### config.mk
export PLATFORM = sky130hd
export DESIGN_NAME = countdown_timer
export DESIGN_NICKNAME = d
export VERILOG_FILES = /design/src/rtl/timer_pkg.sv /design/src/rtl/countdown_timer.sv
export SDC_FILE = /design/constraint.sdc
export NUM_CORES = 1
export LEC_CHECK = 0
export CORE_UTILIZATION = 45
export CTS_CLUSTER_SIZE = 30
export DETAILED_ROUTE_END_ITERATION = 12
export PLACE_DENSITY_LB_ADDON = 0.2
export RECOVER_POWER = 25
export SLEW_MARGIN = 0
export SYNTH_ARGS = -nofsm -noshare
export SYNTH_HDL_FRONTEND = slang
export SYNTH_SLANG_ARGS = --single-unit
### constraint.sdc
create_clock -name clk -period 2.25 [get_ports clk]
set_clock_uncertainty 0.2 [all_clocks]
set_input_delay 0.45 -clock clk [delete_from_list [all_inputs] [get_ports clk]]
set_output_delay 0.45 -clock clk [all_outputs]
set_load 0.05 [all_outputs]
### src/rtl/timer_pkg.sv
// Shared types for the seconds timing blocks: state encoding of the countdown
// timer and the common seconds bus width.
package timer_pkg;

    localparam int SEC_W = 10;

    typedef enum logic [1:0] {
        IDLE   = 2'd0,
        RUN    = 2'd1,
        PAUSED = 2'd2,
        DONE   = 2'd3
    } timer_state_t;

endpackage

### src/rtl/countdown_timer.sv
// Countdown timer driven by the 1 Hz tick strobe: counts a loaded value down to
// zero and pulses expired for one cycle when it gets there.
module countdown_timer
    import timer_pkg::*;
#(
    parameter int WIDTH       = SEC_W,
    parameter int WARN_THRESH = 10
) (
    input  logic             clk,
    input  logic             rst,
    input  logic             tick,
    input  logic             load,
    input  logic [WIDTH-1:0] load_val,
    input  logic             start,
    input  logic             pause,
    input  logic             clear,
    output logic [WIDTH-1:0] remaining,
    output logic             running,
    output logic             warn,
    output logic             done,
    output logic             expired,
    output timer_state_t     dbg_state
);

    localparam logic [WIDTH-1:0] ONE    = WIDTH'(1);
    localparam logic [WIDTH-1:0] THRESH = WIDTH'(WARN_THRESH);

    // Handshake note: every control input is a single-cycle strobe sampled at
    // each rising edge; there is no ready/acknowledge, a strobe held high is
    // simply re-evaluated on every edge.

    timer_state_t     r_state;
    logic [WIDTH-1:0] r_remaining;
    logic             r_running;
    logic             r_warn;
    logic             r_done;
    logic             r_expired;

    timer_state_t     w_state_nx;
    logic [WIDTH-1:0] w_remaining_nx;
    logic             w_expired_nx;

    always_comb begin
        w_state_nx     = r_state;
        w_remaining_nx = r_remaining;
        w_expired_nx   = 1'b0;
        if (clear) begin
            w_remaining_nx = '0;
            w_state_nx     = IDLE;
        end else if (load) begin
            w_remaining_nx = load_val;
            w_state_nx     = IDLE;
        end else begin
            case (r_state)
                RUN: begin
                    // A tick reaching zero outranks a simultaneous pause.
                    if (tick) begin
                        w_remaining_nx = r_remaining - ONE;
                        if (r_remaining == ONE) begin
                            w_state_nx   = DONE;
                            w_expired_nx = 1'b1;
                        end else if (pause) begin
                            w_state_nx = PAUSED;
                        end
                    end else if (pause) begin
                        w_state_nx = PAUSED;
                    end
                end
                IDLE: begin
                    if (start && (r_remaining != '0)) begin
                        w_state_nx = RUN;
                    end
                end
                PAUSED: begin
                    if (start) begin
                        w_state_nx = RUN;
                    end
                end
                default: begin
                    w_state_nx = r_state;
                end
            endcase
        end
    end

    always_ff @(posedge clk) begin
        if (!rst) begin
            r_state     <= IDLE;
            r_remaining <= '0;
            r_running   <= 1'b0;
            r_warn      <= 1'b0;
            r_done      <= 1'b0;
            r_expired   <= 1'b0;
        end else begin
            r_state     <= w_state_nx;
            r_remaining <= w_remaining_nx;
            r_running   <= (w_state_nx == RUN);
            r_warn      <= (w_state_nx == RUN) && (w_remaining_nx <= THRESH);
            r_done      <= (w_state_nx == DONE);
            r_expired   <= w_expired_nx;
        end
    end

    assign remaining = r_remaining;
    assign running   = r_running;
    assign warn      = r_warn;
    assign done      = r_done;
    assign expired   = r_expired;
    assign dbg_state = r_state;

endmodule
Yosys cells after proc, flatten, opt, wreduce, memory -nomap -nowiden
Cells that the tools add are included.
{ "word_totals": {"ff_bits": 16, "word_cells": 34} }
{ "op_classes": {"n_addsub": 1, "order_cmp": 1, "n_eq_ne": 5, "n_mux": 13, "bitwise": 3, "reduce_logical": 5} }
{ "op_table": {"columns": ["operator", "count"], "rows": [
  ["two-way mux 10 bit", 4],
  ["two-way mux 2 bit", 7],
  ["== test 10 x 1 -> 1 bit (second input constant)", 1],
  ["less-or-equal comparator 10 x 4 -> 1 bit (second input constant)", 1],
  ["nonzero test 10 bit", 1],
  ["subtractor 10 x 1 -> 10 bit (second input constant)", 1],
  ["case mux 2 bit (3 select lines)", 1],
  ["OR reduction 5 bit", 1],
  ["== test 2 x 1 -> 1 bit (second input constant)", 2],
  ["== test 2 bit (second input constant)", 2],
  ["NOT 1 bit", 3],
  ["logical AND 1 bit", 2],
  ["zero test 2 bit", 1],
  ["two-way mux 1 bit", 1]
]} }

Depth between registers and ports, before layout
{ "logic_depth": {"depth_word": 8, "mapped_depth": 7, "mapped_depth_nobuf": 7} }

Worst setup path before layout
No wires, ideal clock.
{ "synth_path": {"kind": "reg-to-reg", "startpoint": "reg r_remaining[0] (netlist: remaining[0])", "endpoint": "reg r_warn (netlist: warn)", "t_arrival_ps": 2050, "slack_ps": -130, "stages_incl_launch_ff": 8, "period_less_slack_ps": 2380, "cell_sequence": "dfxtp_1 -> inv_1 -> ha_1 -> and4b_1 -> a211oi_1 -> o221ai_1 -> a221oi_1 -> nor4_2"} }
{ "synth_between": {"elab_chain_len": 8} }
{ "synth_rtl": {"columns": ["element", "line", "rtl"], "rows": [
  ["start, declared", "countdown_timer.sv:33", "logic [WIDTH-1:0] r_remaining;"],
  ["start signal, assigned", "countdown_timer.sv:96", "r_remaining <= w_remaining_nx;"],
  ["branches (longest 7 deep; another with subtractor 10 x 1 -> 10 bit)", null, null],
  ["logical AND 1 bit *", "countdown_timer.sv:98", "r_warn <= (w_state_nx == RUN) && (w_remaining_nx <= THRESH);"],
  ["end signal, assigned", "countdown_timer.sv:98", null],
  ["end, declared", "countdown_timer.sv:35", "logic r_warn;"]
]} }
Mark *: on every way between the ends.
A chain may end at the register's enable or synchronous reset.

Worst setup path in the final report
{ "layout_path": {"startpoint": "reg r_remaining[3] (netlist: remaining[3])", "endpoint": "reg r_warn (netlist: warn)"} }
Same word-level chain as after synthesis.

==> results.sh <==
export IMPL_initial_core_util_pct=49.39
export IMPL_synth_seq_area_share_pct=31.76
export IMPL_grt_pass1_vias=1073
export IMPL_grt_pass1_wl_um=4899
export IMPL_run_status="finished clean"
export IMPL_multi_input_area_um2=651.9
export IMPL_fin_crit_ns=2.233
export IMPL_htreeDepth=1
export IMPL_p_seq_share_pct=43.4
export IMPL_clkSinkCount=16
export IMPL_finalSetupTns_ns=0
export IMPL_hold_class="reg2reg"
export IMPL_leakage_nw=0.6062
export IMPL_drt_initial_drc_count=58
export IMPL_endpoint_kind="flip-flop"
export IMPL_ys_flop_type="dfxtp_1"
export IMPL_drive_above_1_share_pct=22.01
export IMPL_cts_max_path_buffers=2
export IMPL_timing_max_cap_violations=0
export IMPL_numCtsBuffers=3
export IMPL_max_freq_mhz=447.8
export IMPL_drc_errors=0
export IMPL_power_density_mw_per_mm2=472.4
export IMPL_p_int_mw=0.4804
export IMPL_final_area_mm2=0.001486
export IMPL_nNetsFinal=179
export IMPL_hold_viol=0
export IMPL_synthArstFlopShare_pct=0
export IMPL_synth_edf_count=0
export IMPL_synth_seq_cells=16
export IMPL_ant_nets=0
export IMPL_yosysUniqueCellTypes=56
export IMPL_critPathLaunchType="flip-flop"
export IMPL_crit_fanout=13
export IMPL_via_per_inst=6.032
export IMPL_crit_type="reg2reg"
export IMPL_avgSynthCellArea_um2=9.085
export IMPL_dpl_cell_area_mm2=0.001429
export IMPL_ys_warn_count=0
export IMPL_finalNonFillerCells=186
export IMPL_tightest_slew_ns=0.5881
export IMPL_post_synth_top_count_cell="dfxtp_1"
export IMPL_syn_to_final_growth_pct=47.40
export IMPL_required_ns=2.26
export IMPL_grt_use_total_pct=26.66
export IMPL_post_drt_wl_per_cell_um=16.68
export IMPL_fin_util_pct=72.79
export IMPL_p_clk_share_pct=28.6
export IMPL_grt_max_degree=14
export IMPL_yosys_top_cells_count="16 x dfxtp_1, 11 x nor2_1, 6 x inv_1"
export IMPL_synth_nets=130
export IMPL_yosysTopAreaCell="dfxtp_1"
export IMPL_cts_tree="done"
export IMPL_synth_area_top_cells="dfxtp_1 32%, nor2_1 4.1%, xnor2_1 2.6%, and2_1 2.5%, ha_1 2.5%"
export IMPL_p_sw_mw=0.2219
export IMPL_core_mm2=0.002042
export IMPL_clk_pin_slew_ns=0.10
export IMPL_cp_arrival_ns=2.25
export IMPL_dp_cells=180
export IMPL_routed_wl_um=3103
export IMPL_pwr_share_comb_pct=28.0
export IMPL_first_pass_iters=7
export IMPL_place_ws_ns=-0.2861
export IMPL_portBuffers=32
export IMPL_slew_viol_final=0
export IMPL_final_setup_viol_count=0
export IMPL_num_rows=16
export IMPL_place_gp_congestion=0.9685
export IMPL_cts_root_buffer="clkbuf_4"
export IMPL_antenna_found_initial=0
export IMPL_netlist_area_leader_share_pct=31.76
export IMPL_switching_share_pct=31.59
export IMPL_n_antenna_cell=0
export IMPL_die_h_um=49.34
export IMPL_synth_cells=111
export IMPL_layout_setup_ws_ns=0.01665
export IMPL_dpl_hpwl_um=2286
export IMPL_dieWidth_um=49.34
export IMPL_die_area_mm2=0.002434
export IMPL_insertion_delay_ns=0.29
export IMPL_io_pins=33
export IMPL_vdd_ir_drop_max_uv=404.1
export IMPL_seq_area_um2=322.8
export IMPL_timing_final_crit_share_pct=99.26
export IMPL_slew_headroom_pct=59.78
export IMPL_nFillCells=167
export IMPL_synth_area_mm2=0.001008
export IMPL_grt_overflow_total=0
export IMPL_num_vias=1122
-- power groups by stage --
stage / clock network [mW] / logic (mW) / registers, mW
after floorplan: 0 / 0.0831 / 0.339
after global placement: 0 / 0.186 / 0.311
after detailed placement: 0 / 0.190 / 0.312
after CTS: 0.198 / 0.191 / 0.305
after global routing: 0.211 / 0.210 / 0.307
final: 0.201 / 0.197 / 0.305
-- timing repair --
action	in CTS	in global routing
buffers inserted	0	2
setup endpoints to repair	0	3
hold buffers	0	0
resized for setup	0	6
-- critical path, cell delays in order, from the launching register on --
cell and delay (ns):
dfxtp_1 0.37, or3_4 0.49, o41a_1 0.35, o311ai_2 0.35, nand4_1 0.21, nor4_2 0.18
-- sequential cells by signal (all words and copies together) (netlist names) --
register / count
remaining: 10
warn: 1
done: 1
running: 1
expired: 1
dbg_state: 2
-- layer usage --
| metal | track usage (%) | share of wire, % | vias to the layer above |
|---|---|---|---|
| li1 | - | - | 526 |
| met1 | 35.16 | 41 | 501 |
| met2 | 43.38 | 46 | 77 |
| met3 | 4.050 | 8.7 | 18 |
| met4 | 9.804 | 3.7 | 0 |
| met5 | 0 | 0 | - |
-- per-stage QoR --
stage / total power, mW / hold slack (ns)
2_1_floorplan: 0.4224 / 0.3717
3_3_place_gp: 0.4971 / 0.3618
3_5_place_dp: 0.5017 / 0.3763
4_1_cts: 0.6932 / 0.3929
5_1_grt: 0.7274 / 0.4258
6_report: 0.7022 / 0.3933
-- cells by family after synthesis --
logic type	synth area share (%)
multiplexers	2.109
adder cells (fa/ha/maj)	2.481
XOR/XNOR	3.475
AND/OR/NAND/NOR	31.52
buffers and inverters	4.962
flip-flops	31.76
AO/OA/AOI/OAI	23.70
-- cell usage in the layout (no fill, tap or decap), drive strengths merged, types with 3 or more instances in the layout --
master         count
nand2              4
a211oi             3
nor4               4
clkbuf             8
dlymetal6s2s       3
xnor2              3
buf               15
nor3               4
and2               4
clkdlybuf4s50     24
nor2              11
o41ai              3
dfxtp             16
o311ai             3
inv                6
nand2b             3
or2                3
-- worst paths after layout --
path                           start         endpoint  slack (ns)  cells past startpoint
min          dbg_state[0]$_SDFF_PN0_  done$_SDFF_PN0_        0.39                      1
max          remaining[3]$_SDFF_PN0_  warn$_SDFF_PN0_        0.02                      5
min reg2reg  dbg_state[0]$_SDFF_PN0_  done$_SDFF_PN0_        0.39                      1
max reg2reg  remaining[3]$_SDFF_PN0_  warn$_SDFF_PN0_        0.02                      5
-- layout make-up --
cell class,instances,area share (%)
multi-input cells,85,43.86
clock buffers,4,2.441
well taps,27,2.273
inverters,7,1.768
flip-flops and latches,16,21.72
repair buffers,47,27.95
No activity file was read; power rests on OpenSTA's default activity.
